## src/rtl/life_pkg.sv

```systemverilog
// Shared Game-of-Life definitions: grid geometry, cell indexing and scan-out state encoding.
package life_pkg;

    localparam int LIFE_ROWS = 8;
    localparam int LIFE_COLS = 8;

    typedef enum logic {
        IDLE = 1'b0,
        SEND = 1'b1
    } scan_state_t;

    // Flat bit position of cell (r,c); the grid is stored row-major, row 0 in the low bits.
    function automatic int unsigned idx(input int unsigned r,
                                        input int unsigned c,
                                        input int unsigned cols = LIFE_COLS);
        return r * cols + c;
    endfunction

endpackage

```

## src/rtl/life_sat_counter.sv

```systemverilog
// Saturating up-counter: increments on i_inc and sticks at all-ones instead of wrapping.
module life_sat_counter #(
    parameter int CNT_W = 8
) (
    input  logic             i_clk,
    input  logic             i_rst_n,
    input  logic             i_inc,
    output logic [CNT_W-1:0] o_cnt
);

    logic [CNT_W-1:0] r_cnt;

    always_ff @(posedge i_clk or negedge i_rst_n) begin
        if (!i_rst_n) begin
            r_cnt <= '0;
        end else if (i_inc && (r_cnt != {CNT_W{1'b1}})) begin
            r_cnt <= r_cnt + 1'b1;
        end
    end

    assign o_cnt = r_cnt;

endmodule

```

## src/rtl/life_grid_scanout.sv

```systemverilog
// Snapshots the life grid on each generation tick and streams it out one row per
// valid/ready beat, row 0 first, counting generations that arrive while a frame is in flight.
module life_grid_scanout
    import life_pkg::*;
#(
    parameter int ROWS  = LIFE_ROWS,
    parameter int COLS  = LIFE_COLS,
    parameter int CNT_W = 8
) (
    input  logic                    clk,
    input  logic                    _rst,
    input  logic [ROWS*COLS-1:0]    grid_in,
    input  logic                    gen_tick,
    output logic [COLS-1:0]         row_data,
    output logic [$clog2(ROWS)-1:0] row_idx,
    output logic                    row_valid,
    input  logic                    row_ready,
    output logic                    frame_start,
    output logic                    frame_last,
    output logic                    busy,
    output logic [CNT_W-1:0]        drop_cnt
);

    localparam int RW = $clog2(ROWS);
    localparam int BW = $clog2(ROWS * COLS);
    localparam logic [RW-1:0] LAST_ROW = RW'(ROWS - 1);

    scan_state_t           r_state;
    scan_state_t           w_state_nxt;
    logic [ROWS*COLS-1:0]  r_snap;
    logic [ROWS*COLS-1:0]  w_snap_nxt;
    logic [RW-1:0]         r_row;
    logic [RW-1:0]         w_row_nxt;
    logic                  w_hs;
    logic                  w_last;
    logic                  w_drop;

    assign w_hs   = (r_state == SEND) && row_ready;
    assign w_last = (r_row == LAST_ROW);

    always_ff @(posedge clk or negedge _rst) begin
        if (!_rst) begin
            r_state <= IDLE;
            r_snap  <= '0;
            r_row   <= '0;
        end else begin
            r_state <= w_state_nxt;
            r_snap  <= w_snap_nxt;
            r_row   <= w_row_nxt;
        end
    end

    always_comb begin
        w_state_nxt = r_state;
        w_snap_nxt  = r_snap;
        w_row_nxt   = r_row;
        w_drop      = 1'b0;
        case (r_state)
            IDLE: begin
                if (gen_tick) begin
                    w_state_nxt = SEND;
                    w_snap_nxt  = grid_in;
                    w_row_nxt   = '0;
                end
            end
            SEND: begin
                // A tick landing on the final handshake chains straight into the next frame.
                if (w_hs && w_last) begin
                    w_row_nxt = '0;
                    if (gen_tick) begin
                        w_snap_nxt = grid_in;
                    end else begin
                        w_state_nxt = IDLE;
                    end
                end else begin
                    if (w_hs) begin
                        w_row_nxt = r_row + 1'b1;
                    end
                    w_drop = gen_tick;
                end
            end
            default: begin
                w_state_nxt = IDLE;
            end
        endcase
    end

    always_comb begin
        row_data = '0;
        for (int c = 0; c < COLS; c++) begin
            row_data[c] = r_snap[BW'(idx(32'(r_row), c, COLS))];
        end
    end

    assign row_valid   = (r_state == SEND);
    assign busy        = (r_state == SEND);
    assign row_idx     = r_row;
    assign frame_start = row_valid && (r_row == '0);
    assign frame_last  = row_valid && w_last;

    life_sat_counter #(
        .CNT_W (CNT_W)
    ) u_drop_cnt (
        .i_clk   (clk),
        .i_rst_n (_rst),
        .i_inc   (w_drop),
        .o_cnt   (drop_cnt)
    );

endmodule
```

## config.mk

```make
export PLATFORM = sky130hd
export DESIGN_NAME = life_grid_scanout
export DESIGN_NICKNAME = d
export VERILOG_FILES = /design/src/rtl/life_pkg.sv /design/src/rtl/life_sat_counter.sv /design/src/rtl/life_grid_scanout.sv
export SDC_FILE = /design/constraint.sdc
export NUM_CORES = 1
export LEC_CHECK = 0
export BUFFER_PORTS_ARGS = -buffer_cell sky130_fd_sc_hd__buf_2
export CORE_UTILIZATION = 40
export DETAILED_ROUTE_END_ITERATION = 6
export PLACE_DENSITY = 0.69
export SETUP_SLACK_MARGIN = 0.4
export SYNTH_ARGS = -nofsm -noshare
export SYNTH_HDL_FRONTEND = slang
export SYNTH_SLANG_ARGS = --single-unit
export TNS_END_PERCENT = 30
```

## constraint.sdc

```tcl
create_clock -name clk -period 3.3 [get_ports clk]
set_input_delay 0.99 -clock clk [delete_from_list [all_inputs] [get_ports clk]]
set_output_delay 0.99 -clock clk [all_outputs]
set_load 0.02 [all_outputs]
```

; Yosys cells after proc, flatten, opt, wreduce, memory -nomap -nowiden
; Cells that the tools add are included.
[word_totals]
register_bits = 76
output_inout_bits = 23
elab_cells = 62
[op_classes]
n_addsub = 9
muxes = 28
reduce_logical = 7
n_bitwise = 1
eq_ne = 5
order_cmp = 8
[op_table]
columns = op, n
row1 = two-way mux 64 bit, 2
row2 = one-hot mux 64 bit (2 select lines), 1
row3 = < comparator 6 x 7 -> 1 bit (second input constant), 8
row4 = binary-select mux 1 bit (select 6 bit), 7
row5 = adder 6 x 3 -> 6 bit (second input constant), 4
row6 = adder 6 x 2 -> 6 bit (second input constant), 2
row7 = two-way mux 1 bit, 12
row8 = two-way mux 3 bit, 3
row9 = adder 8 x 1 -> 8 bit (second input constant), 1
row10 = != test 8 bit (second input constant), 1
row11 = adder 6 x 1 -> 6 bit (second input constant), 1
row12 = one-hot mux 3 bit (2 select lines), 1
row13 = logical AND 1 bit, 5
row14 = adder 3 x 1 -> 3 bit (second input constant), 1
row15 = binary-select mux 1 bit (select 3 bit), 1
row16 = equality test 3 bit (second input constant), 1
row17 = zero test 3 bit, 1
row18 = != test 3 x 1 -> 1 bit (second input constant), 1
row19 = != test 2 x 1 -> 1 bit (second input constant), 1
row20 = != test 2 bit (second input constant), 1
row21 = one-hot mux 1 bit (2 select lines), 1
row22 = AND reduction 2 bit, 1
row23 = inverter 1 bit, 1

; Logic depth before layout (Yosys ltp)
[logic_depth]
word_depth = 5
mapped_depth = 8

; Hierarchy
; Synthesis repeated with hierarchy kept, for this count alone.
[hier_totals]
cells_unflattened = 239
area_unflattened_um2 = 3848.7
[modules_own_cells]
columns = module, area_per_inst_um2, seq_area_each_um2, cells_each, instances
row1 = life_grid_scanout, 3440.8, 1701.6, 205, 1
row2 = life_sat_counter, 407.9, 200.2, 34, 1

; Least setup slack after synthesis
; Ideal clock, no wire load.
[synth_path]
kind = flip-flop to output port
startpoint = register r_row[0], in the netlist row_idx[0]
endpoint = output row_data[0]
setup_slack_ns = 0.691
path_buffers = 2
path_stages_with_launch = 6
arrival_ns = 1.619
cell_sequence = dfrtp_1 > buf_4 > buf_4 > mux4_2 > nand2_1 > nand2_1
[synth_via]
elab_chain_len = 2
[synth_lines]
columns = element, line
row1 = start: declaration, life_grid_scanout.sv:32  ; logic [RW-1:0] r_row;
row2 = start signal: assignment, life_grid_scanout.sv:49  ; r_row <= w_row_nxt;
row3 = binary-select mux 1 bit (select 3 bit), life_grid_scanout.sv:91  ; row_data[c] = r_snap[BW'(idx(32'(r_row), c, COLS))];
row4 = two-way mux 1 bit (not written as such), life_grid_scanout.sv:91
row5 = end: declaration, life_grid_scanout.sv:14  ; output logic [COLS-1:0] row_data,
; Every way passes these cells. The select of a mux whose other input is x is not followed.

; Final worst setup path
[layout_path]
startpoint = register r_row[0], in the netlist row_idx[0]
endpoint = output frame_last
[layout_via]
elab_chain_len = 2
[layout_lines]
columns = element, line
row1 = equality test 3 bit, life_grid_scanout.sv:39  ; assign w_last = (r_row == LAST_ROW);
row2 = logical AND 1 bit, life_grid_scanout.sv:99  ; assign frame_last = row_valid && w_last;
row3 = end: declaration, life_grid_scanout.sv:19  ; output logic frame_last,
; Every way passes these cells.

==> summary.txt <==
slowest CP cell - dfrtp_2
ys flop type - dfrtp_1
clk slew on worst S/H paths - 70 ps
drc violations - 0
Worst VDD drop - 0.479 mV
ratio of cells with drive above 1 in the final layout - 57.7%
slack of the critical path - 534 ps
antenna violations before repair - 1
FF+latch area - 1900 um2
First-pass DRT Iterations - 4
IO buf count - 90
Max Clock Skew - 7.99 ps
post-CTS setup repair buffer count - 0
Synthesized Nets - 321
post-route ant nets - 0
fin nets - 412
Placed Cells - 436
drt total wl - 7.44 mm
Synth Cell Area - 3640 um2
CTS tree - yes
Placeable Area - 8760 um2
Worst EP arrival - 1780 ps
area taken by multi-input logic gates - 1580 um2
Vert. Die Dim - 97.4 um
first-pass GRT wire length - 11.9 mm
Die Wd - 97.4 um
Final setup violation count - 0
number of synthesized register bits - 76
sequential share of power - 40.9%
Switching Power - 1.37 mW
outcome - complete, no violations
Hold Path Class - flip-flop to flip-flop
Yosys warning count - 0
Required @ worst endpoint - 2310 ps
clock power share - 17.8%
DRT iter0 DRCs - 73
crit path launch type - flip-flop
final worst path period share - 83.8%
Final Slew Violations - 0
clk sinks - 76
Fmax - 362 MHz
most common library cell in the layout ignoring fill and taps - buf_2
Max clock buf depth - 2
Clock Latency Late Sink - 340 ps
Mean Syn Cell Area - 14.6 um2
CP peak stage delay - 450 ps
Worst-Margin Slew - 949 ps
post-synthesis sequential area ratio - 52.3%
vias in the first global route - 2368
critical path capture point type - output pin
type of the worst setup path - flip-flop to output pin
Clock Root Buffer - clkbuf_8
drt via density - 5.08
pin count of the biggest net entering global routing - 77
CP max FO - 10
Fill cells - 800
Layout area overhead - 20.2%
starting density of the core - 41.5%
Place WS - 733 ps
GRT Overall Usage - 16.3%
Final Hold Fails - 0
DP Wirelength - 5.27 mm
remaining global-route overflow - 0
internal power - 2.69 mW
Power Density - 929 nW/um2
async set-reset flop share out of synthesis - 100%
drt wl/cell - 16.4 um
num ports - 91
CP most frequent cell - ha_1
post-route setup TNS - 0 ps
Die Area - 9480 um2
Max Cap Viol - 0
RSZ-0062 raised after global routing - no
Combinational Power Share - 41.3%
worst-path cell chain - clkbuf_16, ha_1, ha_1, and2_1, buf_2
post-layout minimum cycle time - 2770 ps
via count - 2307
# rows - 34
Switching Fraction - 33.7%
CTS Buf Count - 9
Syn Inst Count - 249
worst hold slack - 508 ps
GP Congestion - 0.772
# H-tree levels - 3
Static Leak - 2.11 nW
Yosys cell types - 37
Max-slew headroom - 36.7%
leading cell types in the layout, fill and taps excluded - 89 x buf_2, 75 x dfrtp_1, 58 x mux2_2, 32 x nand2_1, 16 x mux4_2
Non-Filler Instances - 454
number of synthesized flops with an enable pin - 0
[metal layers]
metal  global-route usage [%]  vias up  share of wire, %
met5                        0        -                 0
met1                     18.4     1162                40
met2                     28.8       60                54
met3                     6.12        6               5.7
met4                     4.07        0               1.0
li1                         -     1079                 -
[worst paths after layout]
check	endpoint	start	slack, ps	cells after the start
setup / recovery	frame_last	row_idx[0]	530	5
hold / removal	r_snap[18]	r_snap[18]	510	1
setup reg to reg	r_snap[32]	row_idx[0]	910	7
hold reg to reg	r_snap[18]	r_snap[18]	510	1
max in group asynchronous	row_idx[0]	_rst	1840	1
min in group asynchronous	r_snap[39]	_rst	790	1
[cell usage after synthesis (all sizes together), types with 3 or more instances]
cell,instances,area (um2)
buf,12,130
mux4,16,360
dfrtp,76,1900
clkbuf,3,11.3
a31oi,3,18.8
nor2,3,11.3
ha,4,50.1
o31ai,3,22.5
nand2,32,120
mux2,67,788
inv,4,15.0
nand3,4,32.5
[cell families (layout without fill, tap and decap cells)]
logic type                 count (synthesis)  after routing  synth area share (%)
and+or+nand+nor                           51             51                  7.15
AOI/OAI and AO/OA                         14             14                  2.85
muxes                                     84             84                  31.8
adders and majority gates                  4              4                  1.38
other                                      0              1                     0
xor gates and xnor gates                   1              1                 0.241
DFF                                       76             76                  52.3
buffers and inverters                     19            115                  4.30
[timing repair]
action                     CTS  global route
gates cloned                 0             1
resized for setup            1             3
pin swaps                    0             0
hold buffers                 0             0
setup endpoints to repair    8             9
[layout make-up]
type	instances	share of cell area [%]
Sequential cell	76	43.5
Multi-Input combinational cell	154	36.2
Timing Repair Buffer	95	12.2
Clock buffer	13	3.63
Tap cell	108	3.09
Clock inverter	3	1.03
Inverter	4	0.343
Antenna cell	1	0.0572
[registers in the layout, summed over array words and instances (netlist names)]
signal	count
r_snap	64
u_drop_cnt.o_cnt	8
row_idx	3
busy	1
[per-stage QoR]
step / total power [mW] / util, % / instance area [um2]
finish: 4.06 / 49.9 / 4370
global route: 4.32 / 49.9 / 4370
CTS: 4.07 / 49.5 / 4340
detailed placement: 3.33 / 47.1 / 4130
global placement: 3.28 / 47.1 / 4130
floorplan: 2.86 / - / 3640
[critical path: cells and delay by family (launching register included)]
family | cells | cell delay, ps
adders and majority gates | 2 | 460
DFF | 1 | 450
and+or+nand+nor | 1 | 180
buffers and inverters | 2 | 340
[power groups by stage]
| stage | Combinational (mW) | Clock [mW] | Sequential (mW) |
|---|---|---|---|
| global placement | 1.62 | 0 | 1.66 |
| floorplan | 1.22 | 0 | 1.64 |
| global route | 1.82 | 0.785 | 1.71 |
| finish | 1.68 | 0.725 | 1.66 |
| CTS | 1.67 | 0.749 | 1.66 |
| detailed placement | 1.66 | 0 | 1.68 |
No activity file was read; power rests on OpenSTA's default activity.
